## config.mk

```make
export PLATFORM = sky130hd
export DESIGN_NAME = adder_arb
export DESIGN_NICKNAME = d
export VERILOG_FILES = /design/src/rtl/adder_arb_pkg.sv /design/src/rtl/adder_arb_rca32.sv /design/src/rtl/adder_arb.sv
export SDC_FILE = /design/constraint.sdc
export NUM_CORES = 1
export LEC_CHECK = 0
export ABC_AREA = 1
export CORE_ASPECT_RATIO = 1.75
export CORE_MARGIN = 2
export CORE_UTILIZATION = 25
export DETAILED_ROUTE_END_ITERATION = 10
export PLACE_DENSITY = 0.54
export SYNTH_ARGS = -nofsm -noshare
export SYNTH_HDL_FRONTEND = slang
export SYNTH_SLANG_ARGS = --single-unit
```

## constraint.sdc

```tcl
create_clock -name clk -period 17.4 [get_ports clk]
set_clock_uncertainty 0.15 [all_clocks]
set_input_delay 5.22 -clock clk [delete_from_list [all_inputs] [get_ports clk]]
set_output_delay 5.22 -clock clk [all_outputs]
set_load 0.01 [all_outputs]
```

## src/rtl/adder_arb_pkg.sv

```systemverilog
// Shared definitions for the two-requester arbitrated adder:
// FSM encoding, default operand width and grant-counter width.
package adder_arb_pkg;

  localparam int ADDER_ARB_WIDTH = 32;
  localparam int CNT_W           = 16;

  typedef enum logic [1:0] {
    IDLE = 2'd0,
    CALC = 2'd1,
    RESP = 2'd2
  } state_t;

endpackage

```

## src/rtl/adder_arb_rca32.sv

```systemverilog
// Combinational 32-bit ripple-carry adder (module rca32) used as the
// datapath of adder_arb.
module rca32 (
  input  logic [31:0] a,
  input  logic [31:0] b,
  input  logic        ci,
  output logic [31:0] s,
  output logic        co
);

  logic [32:0] c;

  always_comb begin
    c    = '0;
    s    = '0;
    c[0] = ci;
    for (int i = 0; i < 32; i++) begin
      s[i]   = a[i] ^ b[i] ^ c[i];
      c[i+1] = (a[i] & b[i]) | (c[i] & (a[i] ^ b[i]));
    end
    co = c[32];
  end

endmodule

```

## src/rtl/adder_arb.sv

```systemverilog
// Two-requester round-robin arbiter in front of a registered adder.
// Define ADDER_ARB_STATS_EN to add the per-requester grant counters.
//
//   state | meaning
//   IDLE  | waiting for a request; ready driven to the granted requester
//   CALC  | operands latched; adder result registered this cycle
//   RESP  | rsp_valid high, result held until rsp_ready
module adder_arb
  import adder_arb_pkg::*;
#(
  parameter int WIDTH = ADDER_ARB_WIDTH
) (
  input  logic             clk,
  input  logic             reset,
  input  logic             req0_valid,
  input  logic             req1_valid,
  output logic             req0_ready,
  output logic             req1_ready,
  input  logic [WIDTH-1:0] req0_a,
  input  logic [WIDTH-1:0] req0_b,
  input  logic [WIDTH-1:0] req1_a,
  input  logic [WIDTH-1:0] req1_b,
  input  logic             req0_ci,
  input  logic             req1_ci,
  output logic             rsp_valid,
  input  logic             rsp_ready,
  output logic             rsp_id,
  output logic [WIDTH-1:0] rsp_s,
`ifdef ADDER_ARB_STATS_EN
  output logic [CNT_W-1:0] grant_cnt0,
  output logic [CNT_W-1:0] grant_cnt1,
  output logic             rsp_co
`else
  output logic             rsp_co
`endif
);

  state_t           state, state_nxt;
  logic             ptr;
  logic             gnt_id;
  logic             accept;
  logic [WIDTH-1:0] op_a, op_b;
  logic             op_ci;
  logic [WIDTH-1:0] sum;
  logic             sum_co;

  // ptr holds the last granted id; on a tie the other requester wins
  always_comb begin
    gnt_id     = (req0_valid && req1_valid) ? ~ptr : req1_valid;
    req0_ready = !reset && (state == IDLE) && req0_valid && !gnt_id;
    req1_ready = !reset && (state == IDLE) && req1_valid && gnt_id;
    accept     = req0_ready || req1_ready;
    rsp_valid  = (state == RESP);
  end

  always_comb begin
    state_nxt = state;
    case (state)
      IDLE:    if (accept) state_nxt = CALC;
      CALC:    state_nxt = RESP;
      RESP:    if (rsp_ready) state_nxt = IDLE;
      default: state_nxt = IDLE;
    endcase
  end

  always_ff @(posedge clk or posedge reset) begin
    if (reset) begin
      state  <= IDLE;
      ptr    <= 1'b1;
      op_a   <= '0;
      op_b   <= '0;
      op_ci  <= 1'b0;
      rsp_id <= 1'b0;
      rsp_s  <= '0;
      rsp_co <= 1'b0;
    end else begin
      state <= state_nxt;
      if (accept) begin
        ptr    <= gnt_id;
        rsp_id <= gnt_id;
        op_a   <= gnt_id ? req1_a  : req0_a;
        op_b   <= gnt_id ? req1_b  : req0_b;
        op_ci  <= gnt_id ? req1_ci : req0_ci;
      end
      if (state == CALC) begin
        rsp_s  <= sum;
        rsp_co <= sum_co;
      end
    end
  end

  rca32 u_rca32 (
    .a  (op_a),
    .b  (op_b),
    .ci (op_ci),
    .s  (sum),
    .co (sum_co)
  );

`ifdef ADDER_ARB_STATS_EN
  always_ff @(posedge clk or posedge reset) begin
    if (reset) begin
      grant_cnt0 <= '0;
      grant_cnt1 <= '0;
    end else begin
      if (req0_ready) grant_cnt0 <= grant_cnt0 + CNT_W'(1);
      if (req1_ready) grant_cnt1 <= grant_cnt1 + CNT_W'(1);
    end
  end
`endif

endmodule
```

==> results.txt, run 1 <==
The number of cells produced by synthesis is ~700. The via count came out at 4955. The global routing usage summed across all routing layers came out at 0.140. The aggregate global routing overflow came out at 0.

The relative slew slack came out at 0.472. After detailed placement, the total cell area comes to roughly 7500 um^2. In this design, the stage delay of the slowest critical-path cell is about 0.46 ns.

The transition time at the pin with the least slew margin came out at between 0.7 and 0.8 ns. The estimated wirelength of the detail-placed design came out at between 10 and 15 mm. The per-cell via count in the routed design is ~4.3.

The site row count came out at 72. The critical path is of the flip-flop to flip-flop type. The capturing element type of the critical path is a flip-flop. The count of buffers added by post-CTS timing repair for setup came out at 0. The top fanout value on the critical path is 2. The number of filler instances in the final layout is 2413. The area growth from synthesis to layout is 38.7%. After the last flow step, the layout net total stands at just over 1000. The highest attainable clock frequency is 74.7 MHz. Synthesis produced a netlist with a net count of a little under 900. The standard cell with the maximum stage delay on the critical path is sky130_fd_sc_hd__fa_1.

The number of hold violations in the final report was 0. The max-slew violation total from the final report came out at 0. After detailed routing, the number of remaining DRC violations is 0.

The count of yosys warnings during synthesis came out at 0. The horizontal extent of the die is between 100 and 150 um. The setup TNS after final layout came out at 0 ns. The CTS root buffer is sky130_fd_sc_hd__clkbuf_16.

The flow ran to the end, and the final reports show no timing, DRC or antenna violations. sky130_fd_sc_hd__dfrtp_1 takes more of the synthesized area than any other cell. The largest net degree at the start of global routing is 69. In the post-route analysis, the smallest setup slack over all paths is 4.01 ns. Yosys mapped the design onto 16 distinct sky130hd cell types. The total detailed-routing wirelength came out at between 15 and 20 mm.

The mean post-synth cell area is between 8 and 9 um^2. The type of the tightest min-delay check is flip-flop to flip-flop. Gates resized during post-CTS repair numbered 0. The mapped netlist covers 5630 um^2. The endpoint arrival time on the critical path is 13.49 ns.

After routing the design area is ~7800 um^2. The part of the Yosys area used for sequential elements came out at 0.453. The total clock buffers created by CTS came out at 9. The height of the die is slightly above 200 um. The number of storage elements in the synthesis netlist is about 100.

The clock net sink count came out at between 100 and 150. Hold repair after CTS inserted 0 buffers. The most common cell type on the critical path is sky130_fd_sc_hd__fa_1. The initial core utilization came out at 0.254. The data required time at the worst endpoint came out at about 18 ns. The clock latency on the worst-skew pair is about 0.34 ns. The number of port buffers is around 170. The first global-routing pass estimated between 20 and 30 mm of wire.

The cell area power density came out at ~140 nW/um^2. The shortest period the worst path allows is between 10 and 15 ns. The maximum level of the CTS H-tree is 3. The number of max-capacitance violations reported is 0.

The worst setup path is launched from a flip-flop. The design draws between 1 and 1.5 mW. The number of iterations in the first detailed-routing pass is 4. In the post-synthesis netlist, the biggest area contributors are sky130_fd_sc_hd__dfrtp_1 45%, sky130_fd_sc_hd__nand2_1 22%, sky130_fd_sc_hd__nand3_1 14%.

The top cell type's share of synthesized area is 0.449. Setup repair after global routing left no endpoint under its margin. The initial antenna violation count came to 1. The count of pins on the block boundary came out at roughly 170. The clock tree from TritonCTS is yes. In this run the remaining antenna-violating nets after routing total 0.

VDD sags by at most 0.0579 mV. The core area came out at about 22000 um^2. The area of the die is about 24000 um^2. Dividing the final minimum period by the clock period gives 0.770. The via count of the first global-routing pass came out at approximately 5200.

The maximum buffer depth of the clock tree is 2. The wire length per cell after detailed routing came out at about 14 um. Clock-pin slew was measured on the worst setup and hold paths at roughly 0.070 ns. The leakage power total came out at roughly 4 nW. The number of design-rule violations left by the first detailed-router iteration came out at 199.

Timing analysis after detailed placement gives a worst setup slack of 3.96 ns. The final antenna diode count is 0. Setup violations remaining at the end of the flow were counted as 0.

The final hold slack came out at about 0.32 ns. The congestion estimate from routability-driven global placement came to around 0.75. Of the cells placed in the final design, the portion with a size suffix greater than 1 is 0.0403.
==> synthesized netlist by cell type, drive strengths merged <==
cell	number
a21oi	1
nand2	333
inv	14
dfrtp	101
buf	31
nor2	4
clkbuf	21
nand3	161
fa	32
o21ai	4
dfstp	1
==> metrics by stage <==
| step | utilization | instances |
|---|---|---|
| final | 0.352 | 1140 |
| after global routing | 0.352 | 1140 |
| after CTS | 0.352 | 1140 |
| after detailed placement | 0.339 | 1124 |
| after global placement | 0.339 | 1124 |
| after floorplan | - | 703 |
==> power by group <==
group / total, mW / switching, mW / leakage (nW) / internal (mW)
Combinational: 0.471 / 0.248 / 2.45 / 0.223
Sequential: 0.446 / 0.0945 / 1.29 / 0.351
Clock: 0.203 / 0.0873 / 0.142 / 0.116
==> sequential cells by signal (all words and copies together), names as in the netlist <==
register,count
op_a,32
op_b,32
op_ci,1
ptr,1
rsp_co,1
rsp_id,1
rsp_s,32
state,2
==> cell type report <==
class	count	area (um^2)	area share
clock buffers	11	243	0.0311
clock inverters	5	58.8	0.00753
inverters	14	55.1	0.00705
multi-input cells	535	2780	0.356
flip-flops and latches	102	2550	0.327
well taps	296	370	0.0474
repair buffers	177	1750	0.224
==> layer usage <==
| layer | share of wire | track usage |
|---|---|---|
| met1 | 0.39 | 0.153 |
| met2 | 0.55 | 0.268 |
| met3 | 0.042 | 0.0278 |
| met4 | 0.015 | 0.0422 |
| met5 | 0.00079 | 0 |
==> critical path, delay by kind of cell, from the launching register on <==
family          cells  cell delay (ns)
flops               1             0.40
buf+inv             3             0.19
compound gates      1             0.15
fa+ha+maj          32            12.38
==> final timing paths <==
| check | from | endpoint | slack, ns | cells past startpoint |
|---|---|---|---|---|
| worst min-delay path | rsp_s[7] | rsp_s[7] | 0.32 | 2 |
| max in group asynchronous | reset | state[0] | 10.71 | 3 |
| worst min register to register | rsp_s[7] | rsp_s[7] | 0.32 | 2 |
| min in group asynchronous | reset | op_a[0] | 5.21 | 2 |
| worst max-delay path | op_a[0] | rsp_s[31] | 4.01 | 36 |
| worst max register to register | op_a[0] | rsp_s[31] | 4.01 | 36 |
==> placed cells by master, fill, tap and decap left out <==
master	synthesis	final
sky130_fd_sc_hd__inv_2	2	2
sky130_fd_sc_hd__buf_4	6	6
sky130_fd_sc_hd__clkinv_4	0	1
sky130_fd_sc_hd__dfrtp_1	101	100
sky130_fd_sc_hd__clkdlybuf4s50_1	0	170
sky130_fd_sc_hd__nand3_4	0	1
sky130_fd_sc_hd__inv_1	12	11
sky130_fd_sc_hd__dfrtp_2	0	1
sky130_fd_sc_hd__fa_1	32	32
sky130_fd_sc_hd__clkinvlp_4	0	2
sky130_fd_sc_hd__nor2_4	1	1
sky130_fd_sc_hd__bufinv_16	0	1
sky130_fd_sc_hd__o21ai_0	4	4
sky130_fd_sc_hd__nand3_1	161	160
sky130_fd_sc_hd__clkinv_2	0	1
sky130_fd_sc_hd__buf_2	21	1
sky130_fd_sc_hd__clkbuf_1	21	1
sky130_fd_sc_hd__nand2_1	331	329
sky130_fd_sc_hd__inv_4	0	1
sky130_fd_sc_hd__nand2_2	2	4
sky130_fd_sc_hd__dfstp_2	1	1
sky130_fd_sc_hd__nor2_1	3	3
sky130_fd_sc_hd__a21oi_4	0	1
sky130_fd_sc_hd__clkbuf_16	0	9
sky130_fd_sc_hd__clkbuf_8	0	1
==> cells by family after synthesis <==
family,share of synthesized area
fa+ha+maj,0.114
compound gates,0.00511
simple gates,0.370
flops,0.453
buf+inv,0.0580
(Power assumes the default switching activity.)
==> run 2: changes to the inputs <==
--- a/config.mk
+++ b/config.mk
@@ -10,7 +10,7 @@
 export CORE_MARGIN = 2
 export CORE_UTILIZATION = 25
 export DETAILED_ROUTE_END_ITERATION = 10
-export PLACE_DENSITY = 0.54
+export PLACE_DENSITY = 0.56
 export SYNTH_ARGS = -nofsm -noshare
 export SYNTH_HDL_FRONTEND = slang
 export SYNTH_SLANG_ARGS = --single-unit
==> constraint.sdc (replaced) <==
create_clock -name clk -period 10.9 [get_ports clk]
set_clock_uncertainty 0.15 [all_clocks]
set_input_delay 3.27 -clock clk [delete_from_list [all_inputs] [get_ports clk]]
set_output_delay 3.27 -clock clk [all_outputs]
set_load 0.01 [all_outputs]
==> results.txt, run 2 (synthesis results as in run 1) <==
The flow ran to the end, but the final reports show violations. The checks that failed: setup timing. The most common cell type on the critical path is sky130_fd_sc_hd__fa_2.

The via count was 4925 (-0.61%). The height of the die is 203 um (unchanged). The total clock buffers created by CTS was 9 (unchanged). The horizontal extent of the die came to 117 um (unchanged).

The core area is 22200 um^2 (unchanged). The clock net sink count came to 102 (unchanged). The number of max-capacitance violations reported is 0 (unchanged). The data required time at the worst endpoint is 11.02 ns (-6.48 ns). The standard cell with the maximum stage delay on the critical path is sky130_fd_sc_hd__dfrtp_1.

The final setup slack of the worst path is -1.15 ns (-5.15 ns). The worst setup path is of the flip-flop to flip-flop kind. The period utilization came out at 1.11 (+0.335). The maximum level of the CTS H-tree came to 3 (unchanged).

The total detailed-routing wirelength came out at 16.7 mm (+1.4%). The post-layout net count is 1007 (+0.099%). The power after layout came out at 1.80 mW (+61%). The worst setup slack after placement is -1.17 ns (-5.13 ns). In the final layout, the registers with the most flip-flops are op_a (32), op_b (32), rsp_s (32).

The count of final setup violators was 5 (+5). The site row count came out at 72 (unchanged). The final cell count without fillers is 1142 (+0.18%). The initial core utilization is 0.254 (unchanged).

STA classifies the critical path endpoint as a flip-flop. The synthesis-to-finish area growth is 39.8%. Leaving out fill and tap cells, the most frequent cell in the layout is sky130_fd_sc_hd__nand2_1. The tightest min-delay check is of the flip-flop to flip-flop type. The clock-pin slew on the worst setup and hold paths is 0.07 ns (about the same). The top fanout value on the critical path came out at 2 (unchanged). The tree is rooted in a sky130_fd_sc_hd__clkbuf_16. The shortest period the worst path allows came out at 12.05 ns (-1.35 ns). The largest net degree at the start of global routing came out at 69 (unchanged). The worst IR drop on VDD is 0.0782 mV (+35%). In the layout the commonest cells are 329 x sky130_fd_sc_hd__nand2_1, 170 x sky130_fd_sc_hd__clkdlybuf4s50_1, 160 x sky130_fd_sc_hd__nand3_1. The estimated wirelength of the detail-placed design is 11.7 mm (+1.9%). The number of iterations in the first detailed-routing pass came out at 5 (+1). The wire length per cell after detailed routing came out at 14.6 um (+1.2%).

The number of filler instances in the final layout came out at 2379 (-1.4%). The count of buffers added by post-CTS timing repair for setup is 0 (unchanged). The per-cell via count in the routed design is 4.31 (-0.78%). The cell area power density came out at 229 nW/um^2 (+60%). The worst setup path is launched from a flip-flop. The total cell area at the placement stage was 7590 um^2 (+1.1%). Setup repair after global routing could not meet its margin everywhere. The aggregate global routing overflow came out at 0 (unchanged). The transition time at the pin with the least slew margin came to 0.846 ns (+0.0541 ns). The relative slew slack is 0.436 (-0.0361). The number of port buffers was 171 (unchanged). The leakage power total is 3.83 nW (-1.4%). The summed area of non-filler cells in the final layout came to 7870 um^2 (+0.78%).

The final estimated routing congestion in global placement was 0.697 (-6.8%). The count of pins on the block boundary came out at 172 (unchanged). The setup TNS after final layout is -3.63 ns (-3.63 ns).

The delay of the slowest cell on the worst path came out at 0.41 ns (-0.05 ns). The via count of the first global-routing pass was 5217 (-0.077%). The global routing usage summed across all routing layers came out at 0.143 (+0.00307). The highest attainable clock frequency came to 83.0 MHz (+11%). The initial antenna violation count is 3 (+2). The clock tree from TritonCTS is yes. The area of the die is 23800 um^2 (unchanged). The endpoint arrival time on the critical path is 12.16 ns (-1.33 ns). The number of design rule violations left after detail routing is 0 (unchanged). The wire length of the first global-routing pass is 26.9 mm (+1.7%). The post-cts resize count is 0 (unchanged). The number of buffers inserted for hold repair after clock tree synthesis was 0 (unchanged).

The number of design-rule violations left by the first detailed-router iteration came to 184 (-7.5%). The ratio of cells with drive above 1 in the final layout came out at 0.0769 (+0.0366). The max-slew violation total from the final report came out at 0 (unchanged).

The maximum buffer depth of the clock tree is 2 (unchanged). The total placed cells including tap cells came to 1125 (+0.089%). The clock latency on the worst-skew pair is 0.35 ns (about the same). The number of hold violations in the final report came out at 0 (unchanged).

The residual antenna-violating net count after detailed routing is 0 (unchanged).
[run 2: worst max-delay path, delay by kind of cell (launching register included)]
kind	cells	cell delay, ns
compound gates	1	0.13
fa+ha+maj	32	11.07
buf+inv	3	0.17
flops	1	0.41
[run 2: where the power goes]
part	total [mW]	switching [mW]	internal, mW	leakage (nW)
clock	0.307	0.144	0.162	0.129
sequential	0.704	0.144	0.560	1.29
combinational	0.793	0.415	0.378	2.41
total	1.80	0.703	1.10	3.83
[run 2: area by class of cell]
cell class | count | area [um^2] | area share
inverters | 14 | 55.1 | 0.00699
clock buffers | 12 | 246 | 0.0313
diodes | 1 | 2.50 | 0.000318
clock inverters | 4 | 32.5 | 0.00413
well taps | 296 | 370 | 0.0470
repair buffers | 178 | 1760 | 0.223
multi-input cells | 535 | 2850 | 0.362
flip-flops and latches | 102 | 2550 | 0.324
[run 2: per-stage QoR]
stage	hold slack [ns]	utilization
CTS	0.320	0.355
floorplan	0.292	-
global route	0.335	0.355
detailed placement	0.307	0.343
global placement	0.304	0.343
finish	0.318	0.355
[run 2: path summary, 6_finish.rpt]
check,to,cells after the start,slack (ns),from
worst min register to register,ptr,2,0.32,ptr
max in group asynchronous,op_b[3],3,6.13,reset
worst min-delay path,ptr,2,0.32,ptr
worst max-delay path,rsp_s[31],36,-1.15,op_a[0]
worst max register to register,rsp_s[31],36,-1.15,op_a[0]
min in group asynchronous,rsp_s[9],2,3.20,reset
[run 2: routing by layer]
metal | vias to the layer above | GRT usage | part of all wire
li1 | 2501 | - | -
met5 | - | 0 | 0.0016
met1 | 2303 | 0.149 | 0.37
met2 | 107 | 0.285 | 0.57
met3 | 10 | 0.0312 | 0.043
met4 | 4 | 0.0336 | 0.0098
==> run 3: changes to the inputs <==
--- a/config.mk
+++ b/config.mk
@@ -6,6 +6,7 @@
 export NUM_CORES = 1
 export LEC_CHECK = 0
 export ABC_AREA = 1
+export ABC_CLOCK_PERIOD_IN_PS = 10900
 export CORE_ASPECT_RATIO = 1.75
 export CORE_MARGIN = 2
 export CORE_UTILIZATION = 25
@@ -14,3 +15,4 @@
 export SYNTH_ARGS = -nofsm -noshare
 export SYNTH_HDL_FRONTEND = slang
 export SYNTH_SLANG_ARGS = --single-unit
+export TNS_END_PERCENT = 10
==> results.txt, run 3 (synthesis results as in run 1) <==
The flow ran to the end, but the final reports show violations. The final reports fail on setup timing. The number of design rule violations left after detail routing is 0 (unchanged). The number of buffers inserted for hold repair after clock tree synthesis came out at 0 (unchanged). The site row count is 72 (unchanged). The period utilization came out at 1.11 (+0.00265). Broken down by cell family, the worst path's largest delay share belongs to adder cells. The total detailed-routing wirelength came out at 16.8 mm (+0.62%). The number of iterations in the first detailed-routing pass came out at 4 (-1). The via count came out at 4967 (+0.85%). In the layout the commonest cells are 329 x sky130_fd_sc_hd__nand2_1, 170 x sky130_fd_sc_hd__clkdlybuf4s50_1, 160 x sky130_fd_sc_hd__nand3_1. The core area is 22200 um^2 (unchanged). The horizontal extent of the die came out at 117 um (unchanged). The height of the die is 203 um (unchanged).

The wire length of the first global-routing pass is 27.2 mm (+0.92%). The slowest stage of the critical path is the sky130_fd_sc_hd__dfrtp_1 cell. The total clock buffers created by CTS came out at 9 (unchanged). The data required time at the worst endpoint is 11.02 ns (about the same). The leakage power total came out at 3.83 nW (about the same). The per-cell via count in the routed design is 4.35 (+0.94%). The shortest period the worst path allows is 12.07 ns (+0.0289 ns).

The via count of the first global-routing pass came out at 5090 (-2.4%). The final cell count without fillers is 1141 (-0.088%). The area of the die came out at 23800 um^2 (unchanged).

The root buffer cell chosen for the clock tree is sky130_fd_sc_hd__clkbuf_16. The relative slew slack is 0.381 (-0.0551). The worst IR drop on VDD came out at 0.0824 mV (+5.4%). STA classifies the critical path endpoint as a flip-flop. The setup path with the least slack is of type flip-flop to flip-flop. The number of design-rule violations left by the first detailed-router iteration is 229 (+24%). The clock net sink count came out at 102 (unchanged). The count of buffers added by post-CTS timing repair for setup is 0 (unchanged). The global routing usage summed across all routing layers came out at 0.144 (+0.00121). The power after layout came out at 1.81 mW (+0.17%). The commonest non-fill, non-tap cell in the layout is sky130_fd_sc_hd__nand2_1.

The cell area power density is 230 nW/um^2 (+0.17%). The highest attainable clock frequency was 82.8 MHz (-0.24%). Setup repair after global routing could not meet its margin everywhere. The post-layout net count came out at 1007 (unchanged). The largest registers in the layout are op_a (32), op_b (32), rsp_s (32). The final estimated routing congestion in global placement came out at 0.758 (+8.7%).

The number of hold violations in the final report was 0 (unchanged). The wire length per cell after detailed routing is 14.7 um (+0.70%). The total placed cells including tap cells came out at 1125 (unchanged).

The largest net degree at the start of global routing came out at 70 (+1.4%). The aggregate global routing overflow is 0 (unchanged). The worst setup slack after placement is -1.28 ns (-0.118 ns).

The setup TNS after final layout is -3.79 ns (-0.163 ns). The residual antenna-violating net count after detailed routing is 0 (unchanged). The synthesis-to-finish area growth is 39.8% (unchanged). The number of port buffers is 171 (unchanged).

The maximum level of the CTS H-tree is 3 (unchanged). The ratio of cells with drive above 1 in the final layout is 0.0782 (+0.00128). The clock-pin slew on the worst setup and hold paths came to 0.07 ns (about the same). The buffers plus inverters on the worst setup path came to 3 (unchanged). The delay of the slowest cell on the worst path is 0.41 ns (about the same). The type of the tightest min-delay check is flip-flop to flip-flop. The count of final setup violators came out at 5 (unchanged). By instance count, the cell type seen most on the critical path is sky130_fd_sc_hd__fa_2. The endpoint arrival time on the critical path is 12.19 ns (+0.03 ns). The transition time at the pin with the least slew margin is 0.928 ns (+0.0826 ns).

The count of pins on the block boundary came to 172 (unchanged). The startpoint type of the worst setup path is a flip-flop. The estimated wirelength of the detail-placed design is 11.6 mm (-0.46%). The initial core utilization came out at 0.254 (unchanged). The top fanout value on the critical path is 2 (unchanged). TritonCTS built the clock tree. The maximum buffer depth of the clock tree came out at 2 (unchanged). The initial antenna violation count came out at 2 (-1). The max-slew violation total from the final report was 0 (unchanged). The clock latency on the worst-skew pair is 0.35 ns (about the same). The number of max-capacitance violations reported came out at 0 (unchanged). The final setup slack of the worst path is -1.17 ns (-0.0288 ns). The utilization after layout is 0.355 (unchanged).
## run 3: cell count changes in the layout (fill, tap and decap cells not counted), sizes merged
cell and delta:
clkbuf -1, inv +1, clkinv -1
## run 3: final timing paths
path                                from   endpoint  slack, ns  cells past startpoint
worst max-delay path             op_a[0]  rsp_s[31]      -1.17                     36
worst min register to register  rsp_s[6]   rsp_s[6]       0.32                      2
worst min-delay path            rsp_s[6]   rsp_s[6]       0.32                      2
max in group asynchronous          reset  rsp_s[23]       6.12                      3
worst max register to register   op_a[0]  rsp_s[31]      -1.17                     36
min in group asynchronous          reset   rsp_s[2]       3.17                      2
## run 3: layer usage
metal	vias up	share of wire	track usage
met1	2323	0.39	0.164
met2	124	0.54	0.269
met5	-	0.00071	0
met4	2	0.025	0.0538
li1	2499	-	-
met3	19	0.038	0.0225
## run 3: through the flow
| step | cell area, um^2 | hold slack (ns) |
|---|---|---|
| after floorplan | 5700 | 0.292 |
| after global placement | 7590 | 0.304 |
| after detailed placement | 7590 | 0.307 |
| after CTS | 7870 | 0.322 |
| after global routing | 7870 | 0.337 |
| final | 7870 | 0.317 |
## run 3: worst min-delay path, stage by stage (launching register included)
cell,delay (ns)
sky130_fd_sc_hd__dfrtp_1,0.34
sky130_fd_sc_hd__nand2_1,0.05
sky130_fd_sc_hd__nand2_1,0.04
## run 3: area by class of cell
type / instances / area, um^2
sequential: 102 / 2550
inverter: 14 / 55.1
tap: 296 / 370
clock inverter: 4 / 32.5
multi-input combinational: 535 / 2860
antenna: 1 / 2.50
fill: 2449 / 14300
clock buffer: 11 / 243
timing repair buffer: 178 / 1760
## run 3: timing repair
item,in CTS,in global routing
setup endpoints to repair,5,6
gates cloned,0,0
pin swaps,3,3
resized for setup,4,1
## run 3: power breakdown
group	total [mW]	internal, mW	switching, mW
Clock	0.304	0.161	0.142
Combinational	0.802	0.379	0.423
Sequential	0.702	0.560	0.141
